**config.mk**
```make
export PLATFORM = sky130hd
export DESIGN_NAME = uart_reg_responder
export DESIGN_NICKNAME = d
export VERILOG_FILES = /design/src/rtl/uart_resp_pkg.sv /design/src/rtl/uart_resp_regfile.sv /design/src/rtl/uart_reg_responder.sv
export SDC_FILE = /design/constraint.sdc
export NUM_CORES = 1
export LEC_CHECK = 0
export ABC_AREA = 0
export BUFFER_PORTS_ARGS = -buffer_cell sky130_fd_sc_hd__buf_4
export CAP_MARGIN = 0
export CELL_PAD_IN_SITES_DETAIL_PLACEMENT = 0
export CELL_PAD_IN_SITES_GLOBAL_PLACEMENT = 1
export CORE_MARGIN = 5
export CORE_UTILIZATION = 47
export DETAILED_ROUTE_END_ITERATION = 12
export HOLD_SLACK_MARGIN = 0.15
export PLACE_DENSITY_LB_ADDON = 0.1
export RECOVER_POWER = 25
export SLEW_MARGIN = 20
export SYNTH_ARGS = -nofsm -noshare
export SYNTH_HDL_FRONTEND = slang
export SYNTH_SLANG_ARGS = --single-unit
```
**constraint.sdc**
```tcl
create_clock -name clk -period 5.9 [get_ports clk]
set_clock_uncertainty 0.05 [all_clocks]
set_input_delay 0.295 -clock clk [delete_from_list [all_inputs] [get_ports clk]]
set_output_delay 0.295 -clock clk [all_outputs]
set_load 0.1 [all_outputs]
```
**src/rtl/uart_resp_pkg.sv**
```systemverilog
// Shared constants and FSM encoding for the UART register-access responder.
package uart_resp_pkg;

  localparam logic [7:0] ACK        = 8'h06;
  localparam logic [7:0] NAK        = 8'h15;
  localparam int         CMD_WR_BIT = 7;

  typedef enum logic [1:0] {
    ST_IDLE      = 2'd0,
    ST_GET_DATA  = 2'd1,
    ST_SEND      = 2'd2,
    ST_WAIT_DONE = 2'd3
  } state_t;

endpackage

```
**src/rtl/uart_resp_regfile.sv**
```systemverilog
// NREGS x 8 register file: one synchronous write port, combinational read mux,
// and the whole array exposed as a flat bus for configuration consumers.
module uart_resp_regfile #(
  parameter int ADDRWIDTH = 3
) (
  input  logic                          clk,
  input  logic                          rst,
  input  logic                          we,
  input  logic [ADDRWIDTH-1:0]          waddr,
  input  logic [7:0]                    wdata,
  input  logic [ADDRWIDTH-1:0]          raddr,
  output logic [7:0]                    rdata,
  output logic [8*(2**ADDRWIDTH)-1:0]   regs
);

  always_ff @(posedge clk or negedge rst) begin
    if (!rst) begin
      regs <= '0;
    end else if (we) begin
      regs[{waddr, 3'b000} +: 8] <= wdata;
    end
  end

  assign rdata = regs[{raddr, 3'b000} +: 8];

endmodule

```
**src/rtl/uart_reg_responder.sv**
```systemverilog
// Register-access responder: decodes read/write commands arriving on the UART
// receive side and answers each one with a single reply byte.
//
// state        | meaning
// ST_IDLE      | waiting for a command byte
// ST_GET_DATA  | write command accepted, waiting for its data byte (timed)
// ST_SEND      | reply loaded, waiting for the transmitter to go idle
// ST_WAIT_DONE | reply requested, waiting for the frame to finish
module uart_reg_responder
  import uart_resp_pkg::*;
#(
  parameter int ADDRWIDTH = 3,
  parameter int TIMEOUT   = 100000
) (
  input  logic                          clk,
  input  logic                          rst,
  input  logic [7:0]                    rx_data,
  input  logic                          rx_done,
  input  logic                          parity_error,
  input  logic                          parity_error_valid,
  input  logic                          framing_error,
  input  logic                          tx_busy,
  input  logic                          tx_done,
  output logic [7:0]                    tx_data,
  output logic                          tx_data_valid,
  output logic [8*(2**ADDRWIDTH)-1:0]   regs,
  output logic                          wr_strobe,
  output logic [ADDRWIDTH-1:0]          wr_addr,
  output logic [7:0]                    drop_cnt
);

  localparam int CW = (TIMEOUT > 1) ? $clog2(TIMEOUT) : 1;

  state_t               state, state_nxt;
  logic [ADDRWIDTH-1:0] cmd_addr;
  logic [CW-1:0]        tmo_cnt;
  logic [7:0]           rd_data;
  logic [7:0]           tx_data_nxt;
  logic                 rx_bad, rx_good, cmd_illegal, tmo_hit;
  logic                 tx_valid_nxt, we, addr_load, drop;

  assign rx_bad      = rx_done & (framing_error | (parity_error_valid & parity_error));
  assign rx_good     = rx_done & ~rx_bad;
  assign cmd_illegal = (rx_data[6:0] >> ADDRWIDTH) != 7'd0;
  assign tmo_hit     = (tmo_cnt == CW'(TIMEOUT - 1));

  uart_resp_regfile #(.ADDRWIDTH(ADDRWIDTH)) u_regfile (
    .clk   (clk),
    .rst   (rst),
    .we    (we),
    .waddr (cmd_addr),
    .wdata (rx_data),
    .raddr (rx_data[ADDRWIDTH-1:0]),
    .rdata (rd_data),
    .regs  (regs)
  );

  always_ff @(posedge clk or negedge rst) begin
    if (!rst) state <= ST_IDLE;
    else      state <= state_nxt;
  end

  always_comb begin
    state_nxt    = state;
    tx_data_nxt  = tx_data;
    tx_valid_nxt = 1'b0;
    we           = 1'b0;
    addr_load    = 1'b0;
    drop         = 1'b0;
    case (state)
      ST_IDLE: begin
        if (rx_bad || (rx_good && cmd_illegal)) begin
          tx_data_nxt = NAK;
          state_nxt   = ST_SEND;
        end else if (rx_good && rx_data[CMD_WR_BIT]) begin
          addr_load = 1'b1;
          state_nxt = ST_GET_DATA;
        end else if (rx_good) begin
          tx_data_nxt = rd_data;
          state_nxt   = ST_SEND;
        end
      end
      ST_GET_DATA: begin
        // a byte landing on the terminal count still counts as the data byte
        if (rx_bad || (!rx_done && tmo_hit)) begin
          tx_data_nxt = NAK;
          state_nxt   = ST_SEND;
        end else if (rx_good) begin
          we          = 1'b1;
          tx_data_nxt = ACK;
          state_nxt   = ST_SEND;
        end
      end
      ST_SEND: begin
        drop = rx_done;
        if (!tx_busy) begin
          tx_valid_nxt = 1'b1;
          state_nxt    = ST_WAIT_DONE;
        end
      end
      ST_WAIT_DONE: begin
        drop = rx_done;
        if (tx_done) state_nxt = ST_IDLE;
      end
      default: state_nxt = ST_IDLE;
    endcase
  end

  always_ff @(posedge clk or negedge rst) begin
    if (!rst) begin
      tx_data       <= '0;
      tx_data_valid <= 1'b0;
      wr_strobe     <= 1'b0;
      wr_addr       <= '0;
      cmd_addr      <= '0;
      tmo_cnt       <= '0;
      drop_cnt      <= '0;
    end else begin
      tx_data       <= tx_data_nxt;
      tx_data_valid <= tx_valid_nxt;
      wr_strobe     <= we;
      if (we) wr_addr <= cmd_addr;
      if (addr_load) begin
        cmd_addr <= rx_data[ADDRWIDTH-1:0];
        tmo_cnt  <= '0;
      end else if (state == ST_GET_DATA) begin
        tmo_cnt <= tmo_cnt + CW'(1);
      end
      if (drop && drop_cnt != 8'hFF) drop_cnt <= drop_cnt + 8'd1;
    end
  end

endmodule
```
# Word level (Yosys, flattened, before mapping)
# Cells that the tools add are included.
[word_totals] reg_bits=107 input_bits=16 out_inout_bits=85 word_cells=69
[op_classes] add_sub_neg=3 eq_ne=10 shifts=3 muxes=25 bitwise=5 n_reduce_logical=14
[op_table] operator="$bwmux 64" n=1
[op_table] operator="$shift 8x8->64 const A" n=1
[op_table] operator="$shiftx 64x7->8" n=1
[op_table] operator="$shiftx 8x8->64" n=1
[op_table] operator="$mux 8" n=5
[op_table] operator="$mux 17" n=2
[op_table] operator="$add 17x1->17 const B" n=1
[op_table] operator="$eq 17x17->1 const B" n=1
[op_table] operator="$pmux 8 s2" n=1
[op_table] operator="$mux 2" n=6
[op_table] operator="$mux 1" n=9
[op_table] operator="$ne 3x3->1 const B" n=3
[op_table] operator="$add 8x1->8 const B" n=1
[op_table] operator="$ne 8x8->1 const B" n=1
[op_table] operator="$neg 6->8" n=1
[op_table] operator="$pmux 2 s4" n=1
[op_table] operator="$reduce_bool 7->1" n=1
[op_table] operator="$eq 2x2->1 const B" n=2
[op_table] operator="$logic_and 1x1->1" n=4
[op_table] operator="$ne 2x2->1 const B" n=2
[op_table] operator="$reduce_and 4->1" n=1
[op_table] operator="$reduce_bool 2->1" n=2
[op_table] operator="$and 1x1->1" n=3
[op_table] operator="$eq 2x1->1 const B" n=1
[op_table] operator="7 further kinds" n=8

# Depth between registers and ports, before layout
[depth] depth_word=10 mapped_depth=8 ltp_nobuf=7

# Cells and area by module
# Synthesis repeated with hierarchy kept, for this count alone.
[hier_totals] cells_unflattened=452 hier_area_um2=5286.3
[modules_own_cells] mod="uart_resp_regfile" n_inst=1 cells_per_inst=257 area_each_um2=3206.8 seq_area_each_um2=1601.5
[modules_own_cells] mod="uart_reg_responder" n_inst=1 cells_per_inst=195 area_each_um2=2079.5 seq_area_each_um2=1076.0

# Worst setup path before layout
# OpenSTA, ideal clock, no wires.
[synth_path] kind="register to register" start="register drop_cnt[0]" end="register drop_cnt[7]" setup_ps=162 t_arrival_ps=2178 t_required_ps=5688 path_slack_ps=3510 stages_incl_launch_ff=7 n_path_buf=0 synth_period_minus_slack_ps=2390 path_cell_list="dfrtp_1 -> ha_1 -> nand3_1 -> o311a_1 -> nand4_1 -> nor2_1 -> xor2_1"
[synth_via] elab_chain_len=2 elab_cells_between_ends=3 classes_between="add/sub: 1; eq/ne: 1; reduce/logical: 1"
[synth_lines] element="from (decl)" line="uart_reg_responder.sv:29" text="output logic [7:0] drop_cnt"
[synth_lines] element="from (signal assigned)" line="uart_reg_responder.sv:129" text="if (drop && drop_cnt != 8'hFF) drop_cnt <= drop_cnt + 8'd1;"
[synth_lines] element="branches (longest 2 deep; another with $add 8x1->8)"
# Several ways; the timed one is not identified.
# A chain may end at the register's enable or synchronous reset.

# Worst setup path after layout
[layout_path] start="register cmd_addr[0]" end="register u_regfile.regs[15]"
[layout_via] elab_chain_len=3 elab_cells_between_ends=4 classes_between="add/sub: 1; shift: 2; mux: 1"
[layout_lines] element="from (decl)" line="uart_reg_responder.sv:35" text="logic [ADDRWIDTH-1:0] cmd_addr;"
[layout_lines] element="from (signal assigned)" line="uart_reg_responder.sv:124" text="cmd_addr <= rx_data[ADDRWIDTH-1:0];"
[layout_lines] element="$neg 6->8 *" line="uart_resp_regfile.sv:20" text="regs[{waddr, 3'b000} +: 8] <= wdata;"
[layout_lines] element="$shiftx 8x8->64 / $shift 8x8->64 (equally long branches)" line="uart_resp_regfile.sv:20"
[layout_lines] element="$bwmux 64 *" line="uart_resp_regfile.sv:20"
[layout_lines] element="to (signal, indexed assignment)" line="uart_resp_regfile.sv:20"
[layout_lines] element="to (decl)" line="uart_resp_regfile.sv:13" text="output logic [8*(2**ADDRWIDTH)-1:0] regs"
# Mark *: on every way between the ends. The rest lies on a longest branch, timed or not.

==> summary.md <==
| Metric | Value |
|---|---|
| Clk slew on worst S/H paths | `around 100 ps` |
| Worst Path Required | `just over 6000 ps` |
| Fmax | `312.1 MHz` |
| Setup_tns | `0 ps` |
| Fin cells | `668` |
| CP delay by family, top | `simple AND/OR/NAND/NOR gates` |
| Crit Path Class | `flip-flop to flip-flop` |
| Relative slew margins | `-13.90%` |
| Crit end category | `flip-flop` |
| Syn nets | `452` |
| Sequential Power Share | `between 30% and 40%` |
| Postcts setup bufs | `0` |
| Cell mode on critical path | `ha_1` |
| Largest net degree at the start of global routing | `slightly below 80` |
| Die X-Extent | `approximately 110 um` |
| Top-Level Pins | `101` |
| Gr busiest metal | `met2` |
| Iteration count of the initial detailed-routing pass | `5` |
| Hold Crit Class | `input pin to flip-flop` |
| Final global-route overflow total | `0` |
| Vias in the first global route | `roughly 3700` |
| Synth Instances | `about 430` |
| TritonCTS Buffers | `9` |
| Critical Path Source Type | `flip-flop` |
| Commonest cells after routing, fill and taps aside | `dfrtp_1, buf_4, nand2_1, o21ai_0, mux2_2` |
| Total GRT Usage | `roughly 20%` |
| Min Tclk post-route | `between 3000 and 4000 ps` |
| Met3 Usage GRT | `under 10%` |
| Max clock buf depth | `2` |
| Switch Pwr | `between 1000 and 1500 uW` |
| Synth Register Bits | `107` |
| Period utilization | `54.30%` |
| Hold violation count in the final report | `0` |
| Post-Route WL | `~13000 um` |
| Initial antenna violation count | `0` |
| Setup repair after global routing missed its margin | `false` |
| Main synth FF type | `dfrtp_1` |
| Core area | `0.01037 mm^2` |
| Critical path's slowest cell | `dfrtp_1` |
| EDFF count, synth | `0` |
| Maximum VDD drop | `roughly 0.37 mV` |
| Synth async-reset ratio | `100.0%` |
| Synth unique cells | `47` |
| PwrDens | `roughly 420 mW/mm^2` |
| Met1 GRT Util | `slightly below 30%` |
| WL per Instance | `18.74 um` |
| Max_cap viols | `1` |
| Number of fill cells | `between 900 and 1000` |
| WHS Path Cells | `4` |
| Area after DPL | `~0.0058 mm^2` |
| Met2 Track Usage GR | `about 31%` |
| Layout area overhead | `20.33%` |
| N_diodes | `0` |
| Clock share of power | `about a fifth` |
| Post-route cell area | `0.006027 mm^2` |
| First-pass GRT wire length | `slightly above 20000 um` |
| Core Util, Final | `a little under 60%` |
| Ys Warns | `0` |
| Starting density of the core | `about half` |
| Row cnt | `37` |
| Leak pwr | `around 0.0028 uW` |
| Failing checks | `capacitance limit, slew limit` |
| Least-Margin Pin Slew | `around 1700 ps` |
| Nets | `roughly 550` |
| Vias/cell | `roughly 5.5` |
| CTS tree | `built` |
| I/O Buffers | `100` |
| DRC viols | `0` |
| Most common cell after layout, fill and taps aside | `dfrtp_1` |
| Layout cells sized above 1 | `~29%` |
| Post-Syn Area | `about 0.005 mm^2` |
| Cell depth of the worst setup path | `7` |
| Status | `finished, violations left` |
| Cells after DPL | `649` |
| DR vias | `between 3000 and 4000` |
| Critical-path cell list | `inv_1 > ha_1 > ha_1 > nor4b_4 > nand4_1 > nand2_1 > o21ai_0` |
| Syn Area/Cell | `around 12 um^2` |
| Sequential share of the synthesized area | `between 50% and 60%` |
| Pins over their slew limit | `32` |
| Final setup vio count | `0` |
| Num Clock Sinks | `about 110` |
| RePlAce Congestion | `~0.8` |
| Reg2Reg Depth | `7` |
| Worst Path Max Fanout | `24` |
| Pint | `roughly 1400 uW` |
| Starting DRT DRC Count | `about 210` |
| Combinational group share of total power | `about two fifths` |
| Dpl hpwl | `8825 um` |
| Number of H-tree levels | `3` |
| CP Buf/Inv Count | `1` |
| Clk Latency, worst-skew pair | `~360 ps` |
| Die height | `113.2 um` |
| Number of routed nets with antenna violations | `0` |
| Crit path DAT | `around 3400 ps` |
| Die area | `about 0.013 mm^2` |
| Max incr delay on CP | `~870 ps` |
| Root Buffer | `clkbuf_8` |
| Sw Share | `between 40% and 50%` |
| Post-CTS Resized | `0` |
-- layout make-up --
cell class / count / area (um^2) / area share [%]
multi-input cells: 289 / 2175 / 36.08
well taps: 136 / 170.2 / 2.823
repair buffers: 104 / 708.2 / 11.75
clock buffers: 11 / 151.4 / 2.512
inverters: 16 / 60.06 / 0.9965
clock inverters: 5 / 85.08 / 1.412
flip-flops and latches: 107 / 2678 / 44.43
-- worst register-to-register path, stage by stage (launching register included) --
cell	delay (ps)
dfrtp_1	870
inv_1	260
ha_1	280
ha_1	230
nor4b_4	390
nand4_1	630
nand2_1	240
o21ai_0	110
-- path summary, 6_finish.rpt --
check / from / endpoint / slack (ps)
min in group asynchronous: rst / tmo_cnt[7] / 860
worst max-delay path: cmd_addr[0] / u_regfile.regs[15] / 2700
worst max register to register: cmd_addr[0] / u_regfile.regs[15] / 2700
max in group asynchronous: rst / u_regfile.regs[33] / 2980
worst min register to register: tx_data[3] / tx_data[3] / 440
worst min-delay path: tx_done / state[1] / 180
-- flip-flops by register name (all words and copies together), names as in the netlist --
name / count
u_regfile.regs: 64
tmo_cnt: 17
drop_cnt: 8
tx_data: 8
cmd_addr: 3
wr_addr: 3
state: 2
tx_data_valid: 1
wr_strobe: 1
-- power groups by stage --
stage / sequential, uW / clock, uW / combinational (uW)
finish: 1010 / 518 / 1020
global route: 1030 / 560 / 1080
CTS: 1010 / 531 / 1050
detailed placement: 1020 / 0 / 1040
global placement: 1020 / 0 / 1030
floorplan: 1520 / 0 / 287
-- cells in the mapped netlist, types with 2 or more instances --
cell type | number | area [um^2]
a22o_1 | 2 | 17.52
nor4b_4 | 2 | 47.55
buf_1 | 2 | 7.510
xnor2_1 | 5 | 43.79
clkbuf_1 | 12 | 45.04
mux2_4 | 2 | 30.03
o21ai_0 | 47 | 235.2
o211ai_1 | 3 | 22.52
nand2_1 | 72 | 270.3
a21oi_1 | 6 | 30.03
xor2_1 | 2 | 17.52
nor3_4 | 2 | 32.53
ha_1 | 4 | 50.05
nor2b_1 | 3 | 18.77
a21o_1 | 3 | 22.52
dfrtp_1 | 107 | 2678
mux4_2 | 16 | 360.4
o311ai_0 | 3 | 26.28
o31ai_1 | 7 | 52.55
nand4_1 | 7 | 43.79
nand3_1 | 29 | 145.1
mux2_2 | 35 | 394.1
nor4bb_1 | 2 | 20.02
nand2b_1 | 3 | 18.77
nor4_4 | 2 | 42.54
nor2_1 | 7 | 26.28
inv_1 | 16 | 60.06
buf_2 | 4 | 20.02
nor3_1 | 3 | 15.01
o41ai_1 | 2 | 17.52
mux2i_1 | 6 | 60.06
-- metrics by stage --
| stage | total power (uW) | hold slack, ps | setup WS, ps |
|---|---|---|---|
| floorplan | 1809 | -50.59 | 3510 |
| global placement | 2048 | 203.9 | 2835 |
| detailed placement | 2066 | 210.7 | 2717 |
| CTS | 2586 | 169.0 | 2714 |
| global route | 2675 | 163.5 | 2394 |
| finish | 2550 | 177.2 | 2696 |
-- per-layer routing --
layer  part of all wire [%]  up-vias
met2                     48       83
li1                       -     1744
met4                   0.46        0
met3                    5.6        4
met1                     46     1850
met5                      0        -
-- cell families after synthesis --
logic type	synth area share, %
AOI/OAI and AO/OA	9.019
xor gates and xnor gates	1.224
adders and majority gates	0.9993
buffers and inverters	3.023
DFF	53.46
muxes	16.86
and+or+nand+nor	15.41
-- what timing repair did --
action | 4_1_cts | 5_1_grt
endpoints found under the setup margin | 0 | 0
hold endpoints to repair | 31 | 0
hold buffers | 2 | 0
Note: power is estimated with default switching activity, not from simulation.
